### config.mk
export PLATFORM = sky130hd
export DESIGN_NAME = mul8_shift_add_flat
export DESIGN_NICKNAME = d
export VERILOG_FILES = /design/src/rtl/mul8_shift_add_if.sv /design/src/rtl/mul8_shift_add.sv /design/src/flat_wrapper.sv
export SDC_FILE = /design/constraint.sdc
export NUM_CORES = 1
export LEC_CHECK = 0
export CAP_MARGIN = 15
export CORE_MARGIN = 5
export CORE_UTILIZATION = 38
export DETAILED_ROUTE_END_ITERATION = 10
export SKIP_LAST_GASP = 1
export SYNTH_ARGS = -nofsm -noshare
export SYNTH_HDL_FRONTEND = slang
export SYNTH_HIERARCHICAL = 1
export SYNTH_SLANG_ARGS = --single-unit
### constraint.sdc
create_clock -name clk -period 8.3 [get_ports clk]
set_input_delay 1.245 -clock clk [delete_from_list [all_inputs] [get_ports clk]]
set_output_delay 1.245 -clock clk [all_outputs]
set_load 0.02 [all_outputs]
### src/rtl/mul8_shift_add_if.sv
// Handshake bundle for the shift-and-add multiplier: an operand channel in, a product channel out.
// The master side is the producer/consumer; the slave side is the multiplier itself.
interface mul8_shift_add_if #(
    parameter int OP_W = 8
);
    logic              in_valid;
    logic              in_ready;
    logic [OP_W-1:0]   a;
    logic [OP_W-1:0]   b;
    logic              out_valid;
    logic              out_ready;
    logic [2*OP_W-1:0] product;
    logic              busy;

    modport master (
        output in_valid, a, b, out_ready,
        input  in_ready, out_valid, product, busy
    );

    modport slave (
        input  in_valid, a, b, out_ready,
        output in_ready, out_valid, product, busy
    );
endinterface

### src/rtl/mul8_shift_add.sv
// Sequential unsigned shift-and-add multiplier built around one 16-bit ripple adder.
// Optional macro MUL_EARLY_TERM_EN ends RUN as soon as the remaining multiplier bits are zero.

module fulladder16 (
    input  logic [15:0] a,
    input  logic [15:0] b,
    output logic [15:0] s,
    output logic        cout
);
    logic [16:0] c;

    assign c[0] = 1'b0;

    for (genvar i = 0; i < 16; i++) begin : g_bit
        assign s[i]   = a[i] ^ b[i] ^ c[i];
        assign c[i+1] = (a[i] & b[i]) | (c[i] & (a[i] ^ b[i]));
    end

    assign cout = c[16];
endmodule

// state | meaning
// IDLE  | waiting for operands, in_ready=1
// RUN   | one partial-product add per cycle, busy=1
// DONE  | product presented, out_valid=1 until out_ready
module mul8_shift_add #(
    parameter int OP_W = 8
) (
    input logic              clk,
    input logic              rst_n,
    mul8_shift_add_if.slave  bus
);
    localparam int CNT_W = $clog2(OP_W + 1);

    typedef enum logic [1:0] {
        IDLE,
        RUN,
        DONE
    } state_t;

    state_t            state;
    state_t            state_nx;

    logic [15:0]       mcand;
    logic [OP_W-1:0]   mplier;
    logic [15:0]       acc;
    logic [CNT_W-1:0]  cnt;

    logic [15:0]       add_s;
    logic              add_cout;
    logic [OP_W-1:0]   mplier_sh;
    logic              cnt_last;
    logic              run_last;
    logic              start_done;

    fulladder16 u_add (
        .a    (acc),
        .b    (mcand),
        .s    (add_s),
        .cout (add_cout)
    );

    assign mplier_sh = mplier >> 1;
    assign cnt_last  = (cnt == CNT_W'(OP_W - 1));

`ifdef MUL_EARLY_TERM_EN
    // Stop once no set multiplier bits remain; cnt still bounds the run.
    assign run_last   = cnt_last || (mplier_sh == '0);
    assign start_done = (bus.b == '0);
`else
    assign run_last   = cnt_last;
    assign start_done = 1'b0;
`endif

    always_ff @(posedge clk or negedge rst_n) begin
        if (!rst_n) begin
            state <= IDLE;
        end else begin
            state <= state_nx;
        end
    end

    always_comb begin
        state_nx      = state;
        bus.in_ready  = 1'b0;
        bus.out_valid = 1'b0;
        bus.busy      = 1'b0;
        case (state)
            IDLE: begin
                bus.in_ready = 1'b1;
                if (bus.in_valid) begin
                    state_nx = start_done ? DONE : RUN;
                end
            end
            RUN: begin
                bus.busy = 1'b1;
                if (run_last) begin
                    state_nx = DONE;
                end
            end
            DONE: begin
                bus.out_valid = 1'b1;
                if (bus.out_ready) begin
                    state_nx = IDLE;
                end
            end
            default: state_nx = IDLE;
        endcase
    end

    always_ff @(posedge clk or negedge rst_n) begin
        if (!rst_n) begin
            mcand  <= '0;
            mplier <= '0;
            acc    <= '0;
            cnt    <= '0;
        end else begin
            case (state)
                IDLE: begin
                    if (bus.in_valid) begin
                        mcand  <= 16'(bus.a);
                        mplier <= bus.b;
                        acc    <= '0;
                        cnt    <= '0;
                    end
                end
                RUN: begin
                    if (mplier[0]) begin
                        acc <= add_s;
                    end
                    mcand  <= mcand << 1;
                    mplier <= mplier_sh;
                    cnt    <= cnt + CNT_W'(1);
                end
                default: begin
                end
            endcase
        end
    end

    // Product comes straight from the accumulator register, never from the adder sum.
    assign bus.product = acc[2*OP_W-1:0];

    a_no_cout: assert property (@(posedge clk) disable iff (!rst_n) (state == RUN) |-> !add_cout);

endmodule

### src/flat_wrapper.sv
// flat-port wrapper written by rule: the top's interface ports become plain ports
module mul8_shift_add_flat 
#(
    parameter int OP_W = 8
)
  (clk, rst_n, bus_in_valid, bus_a, bus_b, bus_out_ready, bus_in_ready, bus_out_valid, bus_product, bus_busy);
  mul8_shift_add_if #(.OP_W(OP_W)) bus_i ();
  input logic clk;
  input logic rst_n;
  input wire logic [$bits(bus_i.in_valid)-1:0] bus_in_valid;
  input wire logic [$bits(bus_i.a)-1:0] bus_a;
  input wire logic [$bits(bus_i.b)-1:0] bus_b;
  input wire logic [$bits(bus_i.out_ready)-1:0] bus_out_ready;
  output wire logic [$bits(bus_i.in_ready)-1:0] bus_in_ready;
  output wire logic [$bits(bus_i.out_valid)-1:0] bus_out_valid;
  output wire logic [$bits(bus_i.product)-1:0] bus_product;
  output wire logic [$bits(bus_i.busy)-1:0] bus_busy;
  assign bus_i.in_valid = bus_in_valid;
  assign bus_i.a = bus_a;
  assign bus_i.b = bus_b;
  assign bus_i.out_ready = bus_out_ready;
  assign bus_in_ready = bus_i.in_ready;
  assign bus_out_valid = bus_i.out_valid;
  assign bus_product = bus_i.product;
  assign bus_busy = bus_i.busy;
  mul8_shift_add #(.OP_W(OP_W)) u_core (.clk(clk), .rst_n(rst_n), .bus(bus_i));
endmodule
* Word-level counts from Yosys, hierarchy flattened *
Index checks and enable logic that the tools add are counted.

word-level totals
  flip-flop bits (word level) = 46
  input bits = 20
  output and inout bits = 19
  word-level logic and storage cells = 108

operators by class
  $add $sub $neg = 1
  eq/ne operators = 7
  mux-type cells = 16
  bitwise gates (word level) = 74
  reduce and logical (&&, ||, !) cells = 5

operators by type and width
  operator             count
  $pmux 16 s2          2
  $mux 16              3
  $xor 1x1->1          31
  $and 1x1->1          29
  $pmux 8 s2           1
  $or 1x1->1           14
  $mux 8               1
  $pmux 4 s2           1
  $mux 2               3
  $pmux 2 s3           1
  $reduce_and 3->1     2
  $add 4x1->4 const B  1
  $eq 4x3->1 const B   1
  $mux 4               1
  $ne 2x1->1 const B   2
  $ne 2x2->1 const B   2
  $mux 1               3
  $eq 2x1->1 const B   1
  $eq 2x2->1 const B   1
  $logic_not 2->1      1
  $reduce_and 2->1     1
  $reduce_bool 2->1    1

* Longest topological paths before layout *
  word-level depth = 32
  mapped depth = 21

* Modules after synthesis *
The synthesis kept the hierarchy.

by module, submodules not included
  module          times used  cells an instance  area an instance (sq um)
  mul8_shift_add  1           171                1,944.4
  fulladder16     1           26                 350.3

* Least setup slack after synthesis *
OpenSTA, ideal clock, no wires.

  kind = reg-to-reg
  start = register u_core.acc[0] (netlist: u_core/bus.product[0])
  end = register u_core.acc[15] (netlist: u_core/bus.product[15])
  library setup time = 0.066 ns
  arrival = 6.435 ns
  required time = 8.234 ns
  slack = 1.799 ns
  cell stages (with the launch flop) = 22
  path buffers = 0
  cells stage by stage = dfrtp_1 -> ha_1 -> inv_1 -> fa_1 -> inv_1 -> fa_1 -> fa_1 -> fa_1 -> fa_1 -> fa_1 -> fa_1 -> fa_1 -> fa_1 -> fa_1 -> fa_1 -> fa_1 -> fa_1 -> fa_1 -> inv_1 -> fa_1 -> inv_1 -> a22o_1

on the way
  cells in the longest elaborated chain, start to end = 32

RTL lines
  element                     line                   source
  start: declaration          mul8_shift_add.sv:46   logic [15:0] acc;
  start signal: assignment    mul8_shift_add.sv:129  acc <= add_s;
  $and 1x1->1 (2 in series)   mul8_shift_add.sv:16   assign c[i+1] = (a[i] & b[i]) | (c[i] & (a[i] ^ b[i]));
  $or 1x1->1                  mul8_shift_add.sv:16
  $and 1x1->1                 mul8_shift_add.sv:16
  $or 1x1->1                  mul8_shift_add.sv:16
  $and 1x1->1                 mul8_shift_add.sv:16
  $or 1x1->1                  mul8_shift_add.sv:16
  $and 1x1->1                 mul8_shift_add.sv:16
  $or 1x1->1                  mul8_shift_add.sv:16
  [... 16 more ...]           -
  $and 1x1->1                 mul8_shift_add.sv:16
  $or 1x1->1                  mul8_shift_add.sv:16
  $and 1x1->1                 mul8_shift_add.sv:16
  $or 1x1->1                  mul8_shift_add.sv:16
  $xor 1x1->1                 mul8_shift_add.sv:15   assign s[i] = a[i] ^ b[i] ^ c[i];
  named net u_core.add_s[15]  mul8_shift_add.sv:49   logic [15:0] add_s;
  $mux 16                     mul8_shift_add.sv:128  if (mplier[0]) begin
  $pmux 16 s2                 mul8_shift_add.sv:118  case (state)

The timed path passes the listed nets, and every way through them passes these cells. The select of a mux whose other input is x is not followed.
A chain may end at the register's enable or synchronous reset.

* Worst setup path in the final report *
  start = register u_core.mcand[0]
  end = register u_core.acc[15] (netlist: u_core/bus.product[15])

on the way
  cells in the longest elaborated chain, start to end = 32

RTL lines
  element                     line                   source
  start: declaration          mul8_shift_add.sv:44   logic [15:0] mcand;
  start signal: assignment    mul8_shift_add.sv:121  mcand <= 16'(bus.a);
  start signal: assignment    mul8_shift_add.sv:131  mcand <= mcand << 1;
  $and 1x1->1 (2 in series)   mul8_shift_add.sv:16
  $or 1x1->1                  mul8_shift_add.sv:16
  $and 1x1->1                 mul8_shift_add.sv:16
  $or 1x1->1                  mul8_shift_add.sv:16
  $and 1x1->1                 mul8_shift_add.sv:16
  $or 1x1->1                  mul8_shift_add.sv:16
  $and 1x1->1                 mul8_shift_add.sv:16
  $or 1x1->1                  mul8_shift_add.sv:16
  [... 16 more ...]           -
  $and 1x1->1                 mul8_shift_add.sv:16
  $or 1x1->1                  mul8_shift_add.sv:16
  $and 1x1->1                 mul8_shift_add.sv:16
  $or 1x1->1                  mul8_shift_add.sv:16
  $xor 1x1->1                 mul8_shift_add.sv:15
  named net u_core.add_s[15]  mul8_shift_add.sv:49
  $mux 16                     mul8_shift_add.sv:128
  $pmux 16 s2                 mul8_shift_add.sv:118

The timed path passes the listed nets, and every way through them passes these cells. The select of a mux whose other input is x is not followed.

==> metrics.md <==
| Metric | Value |
|---|---|
| Outcome | finished, final reports clean |
| Logic depth of the worst register-to-register path | 21 |
| DP HPWL | 3000 um |
| CTS tree | yes |
| Total clock buffers created by CTS | 5 |
| Filler instances | 566 |
| Vias | 1,550 |
| Post_cts resized | 0 |
| Pre-CTS worst setup slack | 1690 ps |
| Number of diodes | 0 |
| Standard-cell rows | 28 |
| Max-capacitance violation count | 0 |
| Worst path setup slack after routing | 1680 ps |
| Number of failing setup endpoints in the final timing report | 0 |
| Number of global-route vias before repair | 1,555 |
| Die footprint | 7680 um^2 |
| Number of cells on the critical path | 21 |
| Global placer's final weighted congestion | 0.731 |
| Number of input and output port buffers inserted | 38 |
| Slew @ Worst Pin | 1040 ps |
| Hold Crit Depth | 1 |
| Launch point of the worst hold path | u_core/cnt[3] |
| Top Family by Delay on Critical Path | adder cells |
| Crit end category | flip-flop |
| Non-Filler Instances | 307 |
| Share of post-route cells with drive strength above 1 | 0.0862 |
| Routed via count divided by cell count | 5.05 |
| Global-route usage over all layers | 0.127 |
| CTS max path bufs | 2 |
| Number of nets still failing antenna checks after routing | 0 |
| Post-synth net total | 233 |
| Wire length of the first global-routing pass | 7560 um |
| Slew HR | 0.307 |
| Fraction of the core area covered by cells at the end of the flow | 0.472 |
| Buffering stage count on the worst path with inverters included | 4 |
| Pin count of the biggest net entering global routing | 47 |
| Fin nets | 268 |
| Clock skew after layout | 12.3 ps |
| Post-Syn Instances | 196 |
| Post-route cell area | 2780 um^2 |
| Placed cell area | 2670 um^2 |
| Tcrit/Tclk final | 0.797 |
| Post-Route Setup TNS | 0 ps |
| Average wire length per cell after detail routing | 14.6 um |
| Reported leakage power | 0.00125 uW |
| Count of synthesis-stage warnings from yosys | 6 |
| Initial antenna violation count | 0 |
| Maximum clock frequency | 151 MHz |
| Biggest fanout along the worst timing path | 3 |
| Synthesized cell area | 2290 um^2 |
| Core area | 5890 um^2 |
| Pwr dens | 419 nW/um^2 |
| Starting Density | 0.389 |
| Initial DRC count | 98 |
| Total iterations of the first detailed-routing run | 5 |
| Wire length after detailed routing | 4480 um |
| Boundary Pins | 39 |
| Average cell area after synthesis | 11.7 um^2 |
| Postcts setup bufs | 0 |
| Top cell by count, worst path | fa_1 |
| Drc violations | 0 |
| Critical Path RT | 8540 ps |
| Final Max Slew Viols | 0 |
| Endpoint arrival time on the critical path | 6850 ps |
| Num Clock Sinks | 46 |
| Slowest cell delay on critical path | 410 ps |
| Critical path cell sequence | ha_1, inv_1, fa_1, inv_1, fa_1, fa_1, fa_1, fa_1, fa_1, fa_1, fa_1, fa_1, fa_1, fa_1, fa_1, fa_1, fa_1, inv_1, fa_1, inv_1, a22o_1 |
| Final Hold Violating Endpoints | 0 |
| Synth-to-layout area growth | 21.4% |
| Critical path origin | u_core/mcand[0] |
| CTS H-tree depth | 2 |
| Clk slew on worst S/H paths | 90 ps |
| Setup CP Type | flip-flop to flip-flop |
| Number of placed cells counting well taps | 298 |
| Flop2flop setup slack | 1680 ps |
| Startpoint of the most critical register-to-register path | u_core/mcand[0] |
| Type of the tightest min-delay check | flip-flop to flip-flop |
| Crit start category | flip-flop |
| Unrepaired setup endpoints after global routing | false |
| Gr ovfl total | 0 |
| Final critical-path required period | 6620 ps |
| Slowest stage cell, crit path | dfrtp_1 |
| Number of buffers inserted by hold repair at cts | 0 |
| Horizontal die dimension | 87.6 um |
| Later-pin clock latency in the skew report | 300 ps |
| Maximum ir drop on the vdd rail | 159 uV |
| Root buffer cell | clkbuf_8 |
| Chip height | 87.6 um |
==> through the flow <==
stage | total power (uW) | hold slack, ps
2_1_floorplan | 877 | 446
3_3_place_gp | 1030 | 464
3_5_place_dp | 1040 | 468
4_1_cts | 1180 | 480
5_1_grt | 1270 | 521
6_report | 1170 | 475
==> sequential cells by signal, indices dropped and copies added (netlist names) <==
name and cells:
u_core/mplier 8, u_core/bus.product 16, u_core/mcand 16, u_core/state 2, u_core/cnt 4
==> per-layer routing <==
layer	up-vias	track usage	routed length, um
met5	-	0	0
met4	0	0.0502	80
met3	6	0.0320	209
met2	31	0.197	2140
met1	772	0.173	2050
li1	741	-	-
==> cell type report <==
cell class                 instances  area (um^2)  area share
sequential                        46         1150       0.414
multi-input combinational        127         1000       0.360
timing repair buffer              40          403       0.145
tap                               75         93.8      0.0338
clock buffer                       7         86.3      0.0311
inverter                          11         41.3      0.0149
clock inverter                     1         5.00     0.00180
==> path summary, 6_finish.rpt <==
path	to
min reg2reg	u_core/cnt[3]
max	u_core/bus.product[15]
max in group asynchronous	u_core/cnt[0]
min	u_core/cnt[3]
min in group asynchronous	u_core/bus.product[11]
max reg2reg	u_core/bus.product[15]
==> power by group <==
group | internal, uW | total, uW | leakage [uW] | switching, uW
combinational | 289 | 595 | 0.000627 | 306
sequential | 331 | 430 | 0.000570 | 99.4
clock | 67.3 | 141 | 0.0000482 | 73.4
==> placed cells by master (no fill, tap or decap), drive strengths merged, types with 2 or more instances in the layout <==
master          n
nor2           18
o22ai          14
mux2i           2
a22o           17
fa             15
buf             3
dfrtp          46
clkdlybuf4s50  37
inv            11
nand3          11
nor3           14
ha              2
nand2          24
clkbuf          7
nor3b           2
No activity file was read; power rests on OpenSTA's default activity.
